==> src/rtl/ps2_key_sequencer_if.sv <==
// Event stream from the PS/2 key sequencer to its consumer.
// The producer drives the head event; the consumer answers with ev_ready to pop it.
interface ps2_key_sequencer_if;
    logic       ev_valid;
    logic       ev_ready;
    logic [7:0] ev_code;
    logic       ev_extended;
    logic       ev_release;

    modport master (
        output ev_valid,
        output ev_code,
        output ev_extended,
        output ev_release,
        input  ev_ready
    );

    modport slave (
        input  ev_valid,
        input  ev_code,
        input  ev_extended,
        input  ev_release,
        output ev_ready
    );
endinterface

==> src/rtl/ps2_key_sequencer.sv <==
// Turns raw PS/2 scan bytes into make/break events with E0/F0 prefixes folded in,
// queued in a small first-word-fall-through FIFO. All state moves on the falling clock edge.
//
// state  | meaning
// IDLE   | waiting for the receiver to raise irq
// ACK    | byte captured, clear_keycode held high until irq drops
// DECODE | one cycle: update prefix flags or push an event
module ps2_key_sequencer #(
    parameter int FIFO_DEPTH = 4
) (
    input  logic                        clock,
    input  logic                        reset_n,
    input  logic                        irq,
    input  logic [7:0]                  keycode,
    output logic                        clear_keycode,
    ps2_key_sequencer_if.master         ev,
    output logic [$clog2(FIFO_DEPTH):0] fifo_count,
    output logic                        overflow,
    input  logic                        overflow_clr
);

    localparam int PTR_W = $clog2(FIFO_DEPTH);
    localparam int CNT_W = PTR_W + 1;

    typedef enum logic [1:0] {
        IDLE,
        ACK,
        DECODE
    } state_t;

    state_t           state;
    logic [7:0]       byte_reg;
    logic             ext_flag;
    logic             rel_flag;

    logic [9:0]       mem [FIFO_DEPTH];
    logic [PTR_W-1:0] wr_ptr;
    logic [PTR_W-1:0] rd_ptr;

    logic             is_data;
    logic             pop;
    logic             push_ok;
    logic             push_drop;
    logic             fifo_full;

    always_comb begin
        is_data   = 1'b0;
        if (state == DECODE) begin
            is_data = (byte_reg != 8'hE0) && (byte_reg != 8'hF0) &&
                      (byte_reg != 8'h00) && (byte_reg != 8'hFF);
        end
        fifo_full = (fifo_count == CNT_W'(FIFO_DEPTH));
        pop       = (fifo_count != '0) && ev.ev_ready;
        // A full FIFO can still take the byte if the head leaves on the same edge.
        push_ok   = is_data && (!fifo_full || pop);
        push_drop = is_data && !push_ok;
    end

    always_ff @(negedge clock or negedge reset_n) begin
        if (!reset_n) begin
            state         <= IDLE;
            byte_reg      <= 8'h00;
            ext_flag      <= 1'b0;
            rel_flag      <= 1'b0;
            clear_keycode <= 1'b0;
        end else begin
            case (state)
                IDLE: begin
                    if (irq) begin
                        byte_reg      <= keycode;
                        clear_keycode <= 1'b1;
                        state         <= ACK;
                    end
                end
                ACK: begin
                    if (!irq) begin
                        clear_keycode <= 1'b0;
                        state         <= DECODE;
                    end
                end
                DECODE: begin
                    state <= IDLE;
                    case (byte_reg)
                        8'hE0:   ext_flag <= 1'b1;
                        8'hF0:   rel_flag <= 1'b1;
                        default: begin
                            // Error bytes and real codes both end the prefix sequence.
                            ext_flag <= 1'b0;
                            rel_flag <= 1'b0;
                        end
                    endcase
                end
                default: begin
                    clear_keycode <= 1'b0;
                    state         <= IDLE;
                end
            endcase
        end
    end

    always_ff @(negedge clock or negedge reset_n) begin
        if (!reset_n) begin
            for (int i = 0; i < FIFO_DEPTH; i++) begin
                mem[i] <= '0;
            end
            wr_ptr     <= '0;
            rd_ptr     <= '0;
            fifo_count <= '0;
            overflow   <= 1'b0;
        end else begin
            if (push_ok) begin
                mem[wr_ptr] <= {ext_flag, rel_flag, byte_reg};
                wr_ptr      <= wr_ptr + PTR_W'(1);
            end
            if (pop) begin
                rd_ptr <= rd_ptr + PTR_W'(1);
            end
            case ({push_ok, pop})
                2'b10:   fifo_count <= fifo_count + CNT_W'(1);
                2'b01:   fifo_count <= fifo_count - CNT_W'(1);
                default: fifo_count <= fifo_count;
            endcase
            if (push_drop) begin
                overflow <= 1'b1;
            end else if (overflow_clr) begin
                overflow <= 1'b0;
            end
        end
    end

    always_comb begin
        ev.ev_valid    = (fifo_count != '0);
        ev.ev_code     = 8'h00;
        ev.ev_extended = 1'b0;
        ev.ev_release  = 1'b0;
        if (fifo_count != '0) begin
            {ev.ev_extended, ev.ev_release, ev.ev_code} = mem[rd_ptr];
        end
    end

endmodule
==> src/flat_wrapper.sv <==
// flat-port wrapper written by rule: the top's interface ports become plain ports
module ps2_key_sequencer_flat 
#(
    parameter int FIFO_DEPTH = 4
)
  (clock, reset_n, irq, keycode, clear_keycode, fifo_count, overflow, overflow_clr, ev_ev_valid, ev_ev_code, ev_ev_extended, ev_ev_release, ev_ev_ready);
  ps2_key_sequencer_if ev_i ();
  input  logic clock;
  input  logic reset_n;
  input  logic irq;
  input  logic [7:0] keycode;
  output logic clear_keycode;
  output logic [$clog2(FIFO_DEPTH):0] fifo_count;
  output logic overflow;
  input  logic overflow_clr;
  output wire logic [$bits(ev_i.ev_valid)-1:0] ev_ev_valid;
  output wire logic [$bits(ev_i.ev_code)-1:0] ev_ev_code;
  output wire logic [$bits(ev_i.ev_extended)-1:0] ev_ev_extended;
  output wire logic [$bits(ev_i.ev_release)-1:0] ev_ev_release;
  input wire logic [$bits(ev_i.ev_ready)-1:0] ev_ev_ready;
  assign ev_ev_valid = ev_i.ev_valid;
  assign ev_ev_code = ev_i.ev_code;
  assign ev_ev_extended = ev_i.ev_extended;
  assign ev_ev_release = ev_i.ev_release;
  assign ev_i.ev_ready = ev_ev_ready;
  ps2_key_sequencer #(.FIFO_DEPTH(FIFO_DEPTH)) u_core (.clock(clock), .reset_n(reset_n), .irq(irq), .keycode(keycode), .clear_keycode(clear_keycode), .ev(ev_i), .fifo_count(fifo_count), .overflow(overflow), .overflow_clr(overflow_clr));
endmodule
==> config.mk <==
export PLATFORM = sky130hd
export DESIGN_NAME = ps2_key_sequencer_flat
export DESIGN_NICKNAME = d
export VERILOG_FILES = /design/src/rtl/ps2_key_sequencer_if.sv /design/src/rtl/ps2_key_sequencer.sv /design/src/flat_wrapper.sv
export SDC_FILE = /design/constraint.sdc
export NUM_CORES = 1
export LEC_CHECK = 0
export CORE_MARGIN = 1
export CORE_UTILIZATION = 51
export CTS_CLUSTER_SIZE = 12
export DETAILED_ROUTE_END_ITERATION = 10
export HOLD_SLACK_MARGIN = 0.03
export PLACE_DENSITY = 0.74
export SYNTH_ARGS = -nofsm -noshare
export SYNTH_HDL_FRONTEND = slang
export SYNTH_SLANG_ARGS = --single-unit
==> constraint.sdc <==
create_clock -name clock -period 2.35 [get_ports clock]
set_input_delay 0.5875 -clock clock [delete_from_list [all_inputs] [get_ports clock]]
set_output_delay 0.5875 -clock clock [all_outputs]
set_load 0.05 [all_outputs]
Word level (Yosys, flattened, before mapping)
Index checks and enable logic that the tools add are counted.
W data, S select, Z words.
{"block": "totals", "register_bits": 61}
{"block": "op_classes", "n_addsub": 4, "order_cmp": 3, "n_eq_ne": 12, "muxes": 21, "bitwise_logic": 5, "n_reduce_logical": 20}
{"cell": "$bwmux W40", "count": 1}
{"cell": "$mux W10", "count": 3}
{"cell": "$ne A8 B8 Y1 const B", "count": 3}
{"cell": "$bmux W10 S2", "count": 1}
{"cell": "$demux W10 S2", "count": 1}
{"cell": "$eq A8 B8 Y1 const B", "count": 2}
{"cell": "$mux W8", "count": 1}
{"cell": "$reduce_and A2 Y1", "count": 4}
{"cell": "$reduce_bool A8 Y1", "count": 1}
{"cell": "$logic_and A1 B1 Y1", "count": 7}
{"cell": "$mux W1", "count": 7}
{"cell": "$ge A3 B3 Y1 const B", "count": 2}
{"cell": "$not A2 Y3", "count": 2}
{"cell": "$pmux W3 S2", "count": 1}
{"cell": "$add A2 B1 Y2 const B", "count": 2}
{"cell": "$eq A2 B1 Y1 const B", "count": 2}
{"cell": "$eq A2 B2 Y1 const B", "count": 2}
{"cell": "$mux W2", "count": 2}
{"cell": "$ne A2 B2 Y1 const B", "count": 2}
{"cell": "$pmux W1 S2", "count": 2}
{"cell": "$pmux W2 S2", "count": 1}
{"cell": "$reduce_bool A2 Y1", "count": 2}
{"cell": "$add A3 B1 Y3 const B", "count": 1}
{"cell": "$eq A3 B3 Y1 const B", "count": 1}
{"cell": "9 further kinds", "count": 12}

Depth between registers and ports, before layout
Gate-level depths: netlist of run 1.
{"block": "logic_depth", "depth_word": 9, "ltp_mapped": 10, "depth_no_buf": 9}

==> results of run 1 <==
## metrics by stage
| stage | worst slack [ns] | instances | power (mW) | hold slack, ns | area [um2] |
|---|---|---|---|---|---|
| after floorplan | -1.22 | 189 | 3.81 | 0.434 | 3150 |
| after global placement | -1.50 | 341 | 4.92 | 0.443 | 3970 |
| after detailed placement | -1.56 | 341 | 5.06 | 0.453 | 3970 |
| after CTS | -1.23 | 374 | 6.84 | 0.456 | 4580 |
| after global routing | -1.24 | 376 | 7.14 | 0.475 | 4590 |
| final | -1.19 | 376 | 6.84 | 0.457 | 4590 |
## final cells by class
| cell class | count | area (um2) |
|---|---|---|
| multi-input cells | 116 | 1620 |
| flip-flops and latches | 61 | 1530 |
| repair buffers | 104 | 1100 |
| fillers | 277 | 986 |
| clock buffers | 12 | 155 |
| well taps | 72 | 90.1 |
| clock inverters | 4 | 70.1 |
| inverters | 7 | 26.3 |
## worst paths after layout
kind	start	endpoint	slack (ns)
max	u_core.rd_ptr[0]	ev_ev_code[7]	-1.19
min	u_core.mem[30]	u_core.mem[30]	0.46
max reg2reg	u_core.fifo_count[0]	u_core.fifo_count[2]	-0.15
min reg2reg	u_core.mem[30]	u_core.mem[30]	0.46
max in group asynchronous	reset_n	u_core.byte_reg[3]	0.74
min in group asynchronous	reset_n	u_core.mem[4]	1.31
## routing by layer
layer  vias to the layer above  track usage, %  routed length, um
li1                        905               -                  -
met1                      1061            36.2               3270
met2                        64            46.5               3800
met3                        25            5.58                305
met4                         0            15.7                241
met5                         -               0                  0
## kinds of logic after synthesis
kind of cell,after synthesis,synth area share [%]
flops,61,51.4
fa+ha+maj,7,3.12
xor+xnor,6,1.77
mux,60,29.0
simple gates,29,6.41
buf+inv,14,2.11
compound gates,12,6.15
## placed cells by master (no fill, tap or decap), drive strengths merged
cell type and n:
nor2b 2, dfrtn 61, bufinv 2, nand2 1
a31oi 1, or4b 1, mux2 49, maj3 1
clkinv 2, o211ai 1, o21ai 2, inv 7
and3 2, and2 12, a211oi 1, ha 5
fa 1, nor3 1, nand2b 1, clkbuf 12
nand3 1, mux2i 1, xnor2 3, nor4 2
mux4 10, buf 95, nor2 5, xor2 3
or3 1, clkdlybuf4s50 9, o2111ai 6, a21oi 3
## Yosys cell counts (all sizes together), types with 2 or more instances
library cell,instances
dfrtn,61
mux2,49
and2,12
mux4,10
inv,7
ha,5
nor2,5
clkbuf,4
o2111ai,4
a21oi,3
buf,3
xnor2,3
xor2,3
and3,2
nor2b,2
nor4,2
o21ai,2
## where the power goes
group / leakage (nW) / switching [mW] / internal [mW]
Sequential: 0.760 / 0.317 / 1.51
Clock: 0.116 / 0.430 / 0.652
Combinational: 1.38 / 1.68 / 2.25
## critical path, stage by stage (launching register included)
cell	delay [ns]
dfrtn_1	0.44
buf_6	0.17
mux4_2	0.52
and2_4	0.16
buf_8	0.14
## what timing repair did
action / CTS / global route
setup endpoints to repair: 73 / 64
hold endpoints to repair: 0 / 0
pin swaps: 20 / 7
cloned: 4 / 0
setup buffers: 13 / 8
resized for setup: 66 / 11
==> flow_summary.json, run 1 <==
{
  "grt_max_degree": 62,
  "rsz0062_at_grt": "yes",
  "die_w_um": 78.3,
  "num_vias": 2055,
  "dominantRegCellSynth": "dfrtn_1",
  "ys_warn_count": 0,
  "skew_ns": 0.00544,
  "io_pins": 29,
  "avgRoutedWirePerCell_um": 20.3,
  "synthTopCellsByArea": "dfrtn_1 (51%), mux2_2 (11%), mux2_4 (10%), mux4_2 (7.6%), o2111ai_4 (3.5%)",
  "syn_nets": 208,
  "dieArea_um2": 6130,
  "synth-seq-area-share_pct": 51.4,
  "synthCells": 189,
  "yosysTopAreaCell": "dfrtn_1",
  "timing.hold.worst.class": "reg2reg",
  "worstMarginPinSlew_ns": 0.457,
  "drt-pass1-iter-count": 4,
  "overflow": 0,
  "rr_worst_depth": 11,
  "start_util_pct": 53.3,
  "antenna_found_initial": 0,
  "cp.arrival_ns": 2.95,
  "synth_edf_count": 0,
  "setup_viol": 62,
  "postLayoutCoreUtil_pct": 82.3,
  "dpl.hpwl_um": 4370,
  "setup_tns_ns": -40.63,
  "diodes": 0,
  "root_buffer": "clkbuf_8",
  "numCtsBuffers": 9,
  "grt_pass1_vias": 2298,
  "ys_ff_latch": 61,
  "netlist_area_um2": 2970,
  "nets": 318,
  "largest_reg_flops": 40,
  "vias_per_cell": 5.47,
  "core_area_um2": 5570,
  "criticalPathCategory": "reg2out",
  "portBuffers": 28,
  "wl_um": 7610,
  "hold_depth": 1,
  "numClockSinks": 61,
  "slew_headroom_pct": 69.3,
  "start_kind": "flop",
  "grt.total_usage_pct": 28.7,
  "drive_above_1_share_pct": 66.1,
  "die_y_um": 78.3,
  "async_reset_ff_share_pct": 100,
  "worstPathMaxFanout": 6,
  "avgSynthCellArea_um2": 15.7,
  "ir_worst_vdd_v": 0.000966,
  "setup.worst_path.end_class": "output pin",
  "worstPathRequired_ns": 1.76,
  "maxCapViolations": 0,
  "area_delta_synth_final_pct": 54.5,
  "violations": "setup timing",
  "cts_tree": "yes",
  "grt_pass1_wl_um": 12400,
  "final_max_slew_viol_count": 0,
  "drc_errors": 0,
  "insertion_delay_ns": 0.34,
  "power-per-cell-area_nw_per_um2": 1490,
  "synth_top_area_share_pct": 51.4,
  "cts.htree.levels": 3,
  "holdBufCountCts": 0,
  "finalHoldViolations": 0,
  "p_leak_nw": 2.26,
  "final_antenna_net_count": 0,
  "clkTransAtPathRegs_ns": 0.05,
  "place.gp.congestion": 0.759,
  "synth_cell_types": 35,
  "status": "finished, violations left",
  "drt_iter0_markers": 103,
  "postLayoutSetupSlackWorst_ns": -1.19,
  "clockBufferDepth": 2,
  "rows": 27
}
Note: power is estimated with default switching activity, not from simulation.
==> inputs of run 2 (changes only) <==
CELL_PAD_IN_SITES_DETAIL_PLACEMENT = 1   (was unset)
CELL_PAD_IN_SITES_GLOBAL_PLACEMENT = 1   (was unset)
CORE_UTILIZATION = 43   (was 51)
==> run 2 against run 1 <==
  * Largest cell class unchanged
  * Sequential power is 4% higher
  * Clock power down 9%
  * Cell count is 3.2% higher
  * Utilization is 11 points lower
  * Count of clock-buffer cells in the layout is 1 lower
  * Clock skew increased by 0.0062 ns
  * The flow still finishes with violations (setup timing)
  * Worst setup slack got worse by 0.071 ns
==> flow_summary.json, run 2 (same netlist as run 1, synthesis figures left out) <==
{
  "postLayoutCoreUtil_pct": 71.4,
  "final_cells": 388,
  "dpl.hpwl_um": 5260,
  "ir_worst_vdd_v": 0.000891,
  "worstMarginPinSlew_ns": 0.668,
  "clkTransAtPathRegs_ns": 0.05,
  "power-per-cell-area_nw_per_um2": 1520,
  "maxCapViolations": 0,
  "startpoint": "u_core.rd_ptr[0]",
  "rsz0062_at_grt": "yes",
  "insertion_delay_ns": 0.35,
  "cts_tree": "yes",
  "num_vias": 2179,
  "holdBufCountCts": 0,
  "clockBufferDepth": 2,
  "register_area_um2": 1530,
  "dieArea_um2": 7240,
  "root_buffer": "clkbuf_8",
  "postLayoutSetupSlackWorst_ns": -1.26,
  "layout_commonest_cell": "dfrtn_1",
  "largest_reg_flops": 40,
  "final_max_slew_viol_count": 0,
  "start_kind": "flop",
  "critical_path_buf_inv_count": 3,
  "drc_errors": 0,
  "multi_input_area_um2": 1580,
  "nets": 325,
  "diodes": 0,
  "worst_path_largest_cell_delay_ns": 0.50,
  "antenna_found_initial": 0,
  "rows": 29,
  "io_pins": 29,
  "criticalPathCategory": "reg2out",
  "die_w_um": 85.1,
  "numClockSinks": 61,
  "cp_cell_sequence": "buf_6, buf_12, mux4_2, and2_4, buf_8",
  "setup.worst_path.end_class": "output pin",
  "setup_viol": 70,
  "overflow": 0,
  "dp_cells": 352,
  "setup_tns_ns": -50.56,
  "timing.hold.worst.class": "reg2reg",
  "reg2reg_from": "u_core.byte_reg[7]",
  "drt_iter0_markers": 92,
  "portBuffers": 28,
  "grt.total_usage_pct": 28.9,
  "avgRoutedWirePerCell_um": 27.3,
  "critPathSlowestCell": "mux4_2",
  "vias_per_cell": 5.62,
  "power_mw": 7.03,
  "finalHoldViolations": 0,
  "core_area_um2": 6490,
  "die_y_um": 85.1,
  "cp.arrival_ns": 3.03,
  "final_antenna_net_count": 0,
  "critPathTopFamily": "multiplexers",
  "status": "finished, violations left",
  "p_leak_nw": 2.31,
  "start_util_pct": 45.7,
  "grt_pass1_wl_um": 14700,
  "hold_path_startpoint": "u_core.mem[6]",
  "layout_common_cells": "dfrtn_1 (61), buf_4 (56), mux2_4 (49), buf_6 (21), buf_12 (15)",
  "skew_ns": 0.0116,
  "grt_max_degree": 62,
  "worstPathMaxFanout": 5,
  "place.gp.congestion": 0.791,
  "numCtsBuffers": 9,
  "post-place-ws_ns": -1.56,
  "area_delta_synth_final_pct": 56.1,
  "drt-pass1-iter-count": 4,
  "grt_pass1_vias": 2434,
  "cts.htree.levels": 3,
  "wl_um": 10600,
  "slew_headroom_pct": 55.1,
  "violations": "setup timing",
  "n_fill_cell": 559,
  "drive_above_1_share_pct": 67.2,
  "worstPathRequired_ns": 1.76
}
-- run 2: metrics by stage --
stage / hold slack, ns / area (um2)
3_5_place_dp: 0.456 / 4080
4_1_cts: 0.460 / 4550
3_3_place_gp: 0.448 / 4080
5_1_grt: 0.491 / 4640
6_report: 0.470 / 4640
2_1_floorplan: 0.434 / 3150
-- run 2: per-layer routing --
layer | routed length, um | global-route usage (%) | vias up
li1 | - | - | 917
met1 | 4270 | 34.3 | 1168
met2 | 5700 | 51.3 | 67
met3 | 288 | 4.96 | 27
met4 | 336 | 13.4 | 0
met5 | 0 | 0 | -
-- run 2: cell type report --
type,instances,share of cell area (%)
clock buffer,11,3.05
clock inverter,5,1.08
inverter,7,0.567
multi-input combinational,114,34.0
sequential,61,32.9
tap,77,2.08
timing repair buffer,113,26.3
-- run 2: timing repair --
item	4_1_cts	5_1_grt
pin swaps	18	7
resized for setup	64	12
setup endpoints to repair	73	71
cloned	2	0
setup buffers	13	12
-- run 2: path summary, 6_finish.rpt --
kind	to	slack (ns)	cells after the start
min in group asynchronous	u_core.mem[1]	1.30	2
setup reg to reg	u_core.fifo_count[2]	-0.24	9
hold / removal	u_core.mem[6]	0.47	1
max in group asynchronous	u_core.fifo_count[1]	0.73	2
hold reg to reg	u_core.mem[6]	0.47	1
setup / recovery	ev_ev_code[2]	-1.26	5
-- run 2: report_power, final --
group / internal (mW) / switching [mW]
sequential: 1.51 / 0.389
clock: 0.512 / 0.472
combinational: 2.33 / 1.82
total: 4.35 / 2.68
==> inputs of run 3 (changes only) <==
CORE_UTILIZATION = 48   (was 43)
DONT_BUFFER_PORTS = 1   (was unset)
MAX_ROUTING_LAYER = met4   (was unset)
==> run 3 against run 2 <==
  * Count of clock-buffer cells in the layout is 1 higher
  * Largest power group unchanged
  * Flip-flop and latch count unchanged
  * Largest cell class unchanged
  * The flow still finishes with violations (setup timing)
  * Register-to-register slack improved by 0.02 ns
==> flow_summary.json, run 3 (same netlist as run 1, synthesis figures left out) <==
{
  "drt_iter0_markers": 132,
  "drc_errors": 0,
  "numClockSinks": 61,
  "worst_path_largest_cell_delay_ns": 0.52,
  "wl_um": 10900,
  "diodes": 0,
  "status": "finished, violations left",
  "drt-pass1-iter-count": 4,
  "start_util_pct": 49.9,
  "power-per-cell-area_nw_per_um2": 1580,
  "critical_path_buf_inv_count": 2,
  "skew_ns": 0.00985,
  "worstPathMaxFanout": 9,
  "violations": "setup timing",
  "layout_commonest_cell": "dfrtn_1",
  "postLayoutCoreUtil_pct": 72.9,
  "grt_max_degree": 62,
  "p_comb_share_pct": 59.0,
  "die_y_um": 80.7,
  "antenna_found_initial": 0,
  "grt_pass1_vias": 2417,
  "grt_pass1_wl_um": 14700,
  "final_antenna_net_count": 0,
  "grt.total_usage_pct": 34.4,
  "cts.htree.levels": 3,
  "multi_input_area_um2": 1640,
  "timing.hold.worst.class": "reg2reg",
  "numCtsBuffers": 9,
  "setup_tns_ns": -37.47,
  "place.gp.congestion": 0.747,
  "largest_reg_flops": 40,
  "setup.worst_path.end_class": "output pin",
  "n_fill_cell": 492,
  "cp.arrival_ns": 3.04,
  "postLayoutSetupSlackWorst_ns": -1.28,
  "grt.busiest_layer": "met2",
  "use_met1_pct": 40.7,
  "ir_worst_vdd_v": 0.00127,
  "cp_cell_sequence": "buf_12, buf_4, mux4_2, and2_4",
  "power_mw": 6.84,
  "worstMarginPinSlew_ns": 0.641,
  "portBuffers": 0,
  "slew_headroom_pct": 57.0,
  "die_w_um": 80.7,
  "criticalPathCategory": "reg2out",
  "rsz0062_at_grt": "yes",
  "finalHoldViolations": 0,
  "dpl.hpwl_um": 5460,
  "vias_per_cell": 5.93,
  "avgRoutedWirePerCell_um": 30.5,
  "layout_common_cells": "dfrtn_1 (61), buf_4 (52), mux2_4 (48), buf_12 (18)",
  "p_int_mw": 4.15,
  "overflow": 0,
  "cts_tree": "yes",
  "p_leak_nw": 2.12,
  "root_buffer": "clkbuf_8",
  "sw_frac_of_total_pct": 39.4,
  "setup_viol": 62,
  "drive_above_1_share_pct": 67.6,
  "core_area_um2": 5960,
  "rows": 28,
  "rrSetupSlack_ns": -0.22,
  "nets": 295,
  "final_max_slew_viol_count": 0,
  "dieArea_um2": 6500,
  "io_pins": 29,
  "register_area_um2": 1530,
  "critPathTopFamily": "multiplexers",
  "seq_power_share_pct": 28.0,
  "clkTransAtPathRegs_ns": 0.05,
  "use_met2_pct": 56.1,
  "worstPathRequired_ns": 1.76,
  "grt_use_met3_pct": 8.41,
  "start_kind": "flop",
  "num_vias": 2112,
  "maxCapViolations": 0,
  "insertion_delay_ns": 0.34,
  "critPathSlowestCell": "mux4_2",
  "clockBufferDepth": 2,
  "area_delta_synth_final_pct": 46.2,
  "clockPowerShare_pct": 13.0,
  "p_switching_mw": 2.69
}
[run 3: cell count changes in the layout (fill, tap and decap cells not counted), sizes merged]
| cell | change |
|---|---|
| buf | -23 |
| clkbuf | +1 |
| bufinv | -1 |
| o2111ai | +2 |
| clkinvlp | +1 |
| clkdlybuf4s50 | -9 |
| clkinv | -1 |
[run 3: metal layers]
metal  routed length (um)  vias to the layer above
li1                     -                      861
met4                  467                        0
met2                 5570                      102
met5                    0                        -
met3                  604                       39
met1                 4230                     1110
[run 3: area by class of cell]
type | instances | area share [%]
clock buffer | 12 | 3.57
clock inverter | 4 | 0.519
inverter | 7 | 0.605
multi-input combinational | 116 | 37.7
sequential | 61 | 35.2
tap | 75 | 2.16
timing repair buffer | 81 | 20.2
[run 3: final timing paths]
path	from	to	cells after the start
max	u_core.rd_ptr[0]	ev_ev_code[0]	4
min reg2reg	u_core.mem[10]	u_core.mem[10]	1
min	u_core.mem[10]	u_core.mem[10]	1
min in group asynchronous	reset_n	u_core.mem[13]	0
max reg2reg	u_core.byte_reg[0]	u_core.fifo_count[2]	9
max in group asynchronous	reset_n	u_core.mem[33]	0
[run 3: power by group through the flow]
| stage | logic, mW | clock network [mW] | registers [mW] |
|---|---|---|---|
| floorplan | 1.96 | 0 | 1.84 |
| finish | 4.04 | 0.887 | 1.92 |
| global placement | 3.37 | 0 | 1.76 |
| detailed placement | 3.52 | 0 | 1.82 |
| global route | 4.17 | 0.938 | 1.94 |
| CTS | 3.79 | 0.874 | 1.83 |
[run 3: what timing repair did]
item                       in CTS  in global routing
hold buffers                    0                  0
gates cloned                    2                  0
pin swaps                      16                  5
resized for setup              33                 15
setup endpoints to repair      62                 62
buffers inserted                5                  8
[run 3: per-stage QoR]
stage | setup WS (ns) | instance area (um2) | hold slack [ns] | std cells
floorplan | -1.22 | 3150 | 0.434 | 189
global placement | -1.07 | 3920 | 0.443 | 330
detailed placement | -1.14 | 3920 | 0.455 | 330
CTS | -1.24 | 4270 | 0.452 | 352
global route | -1.30 | 4340 | 0.501 | 356
finish | -1.28 | 4340 | 0.484 | 356
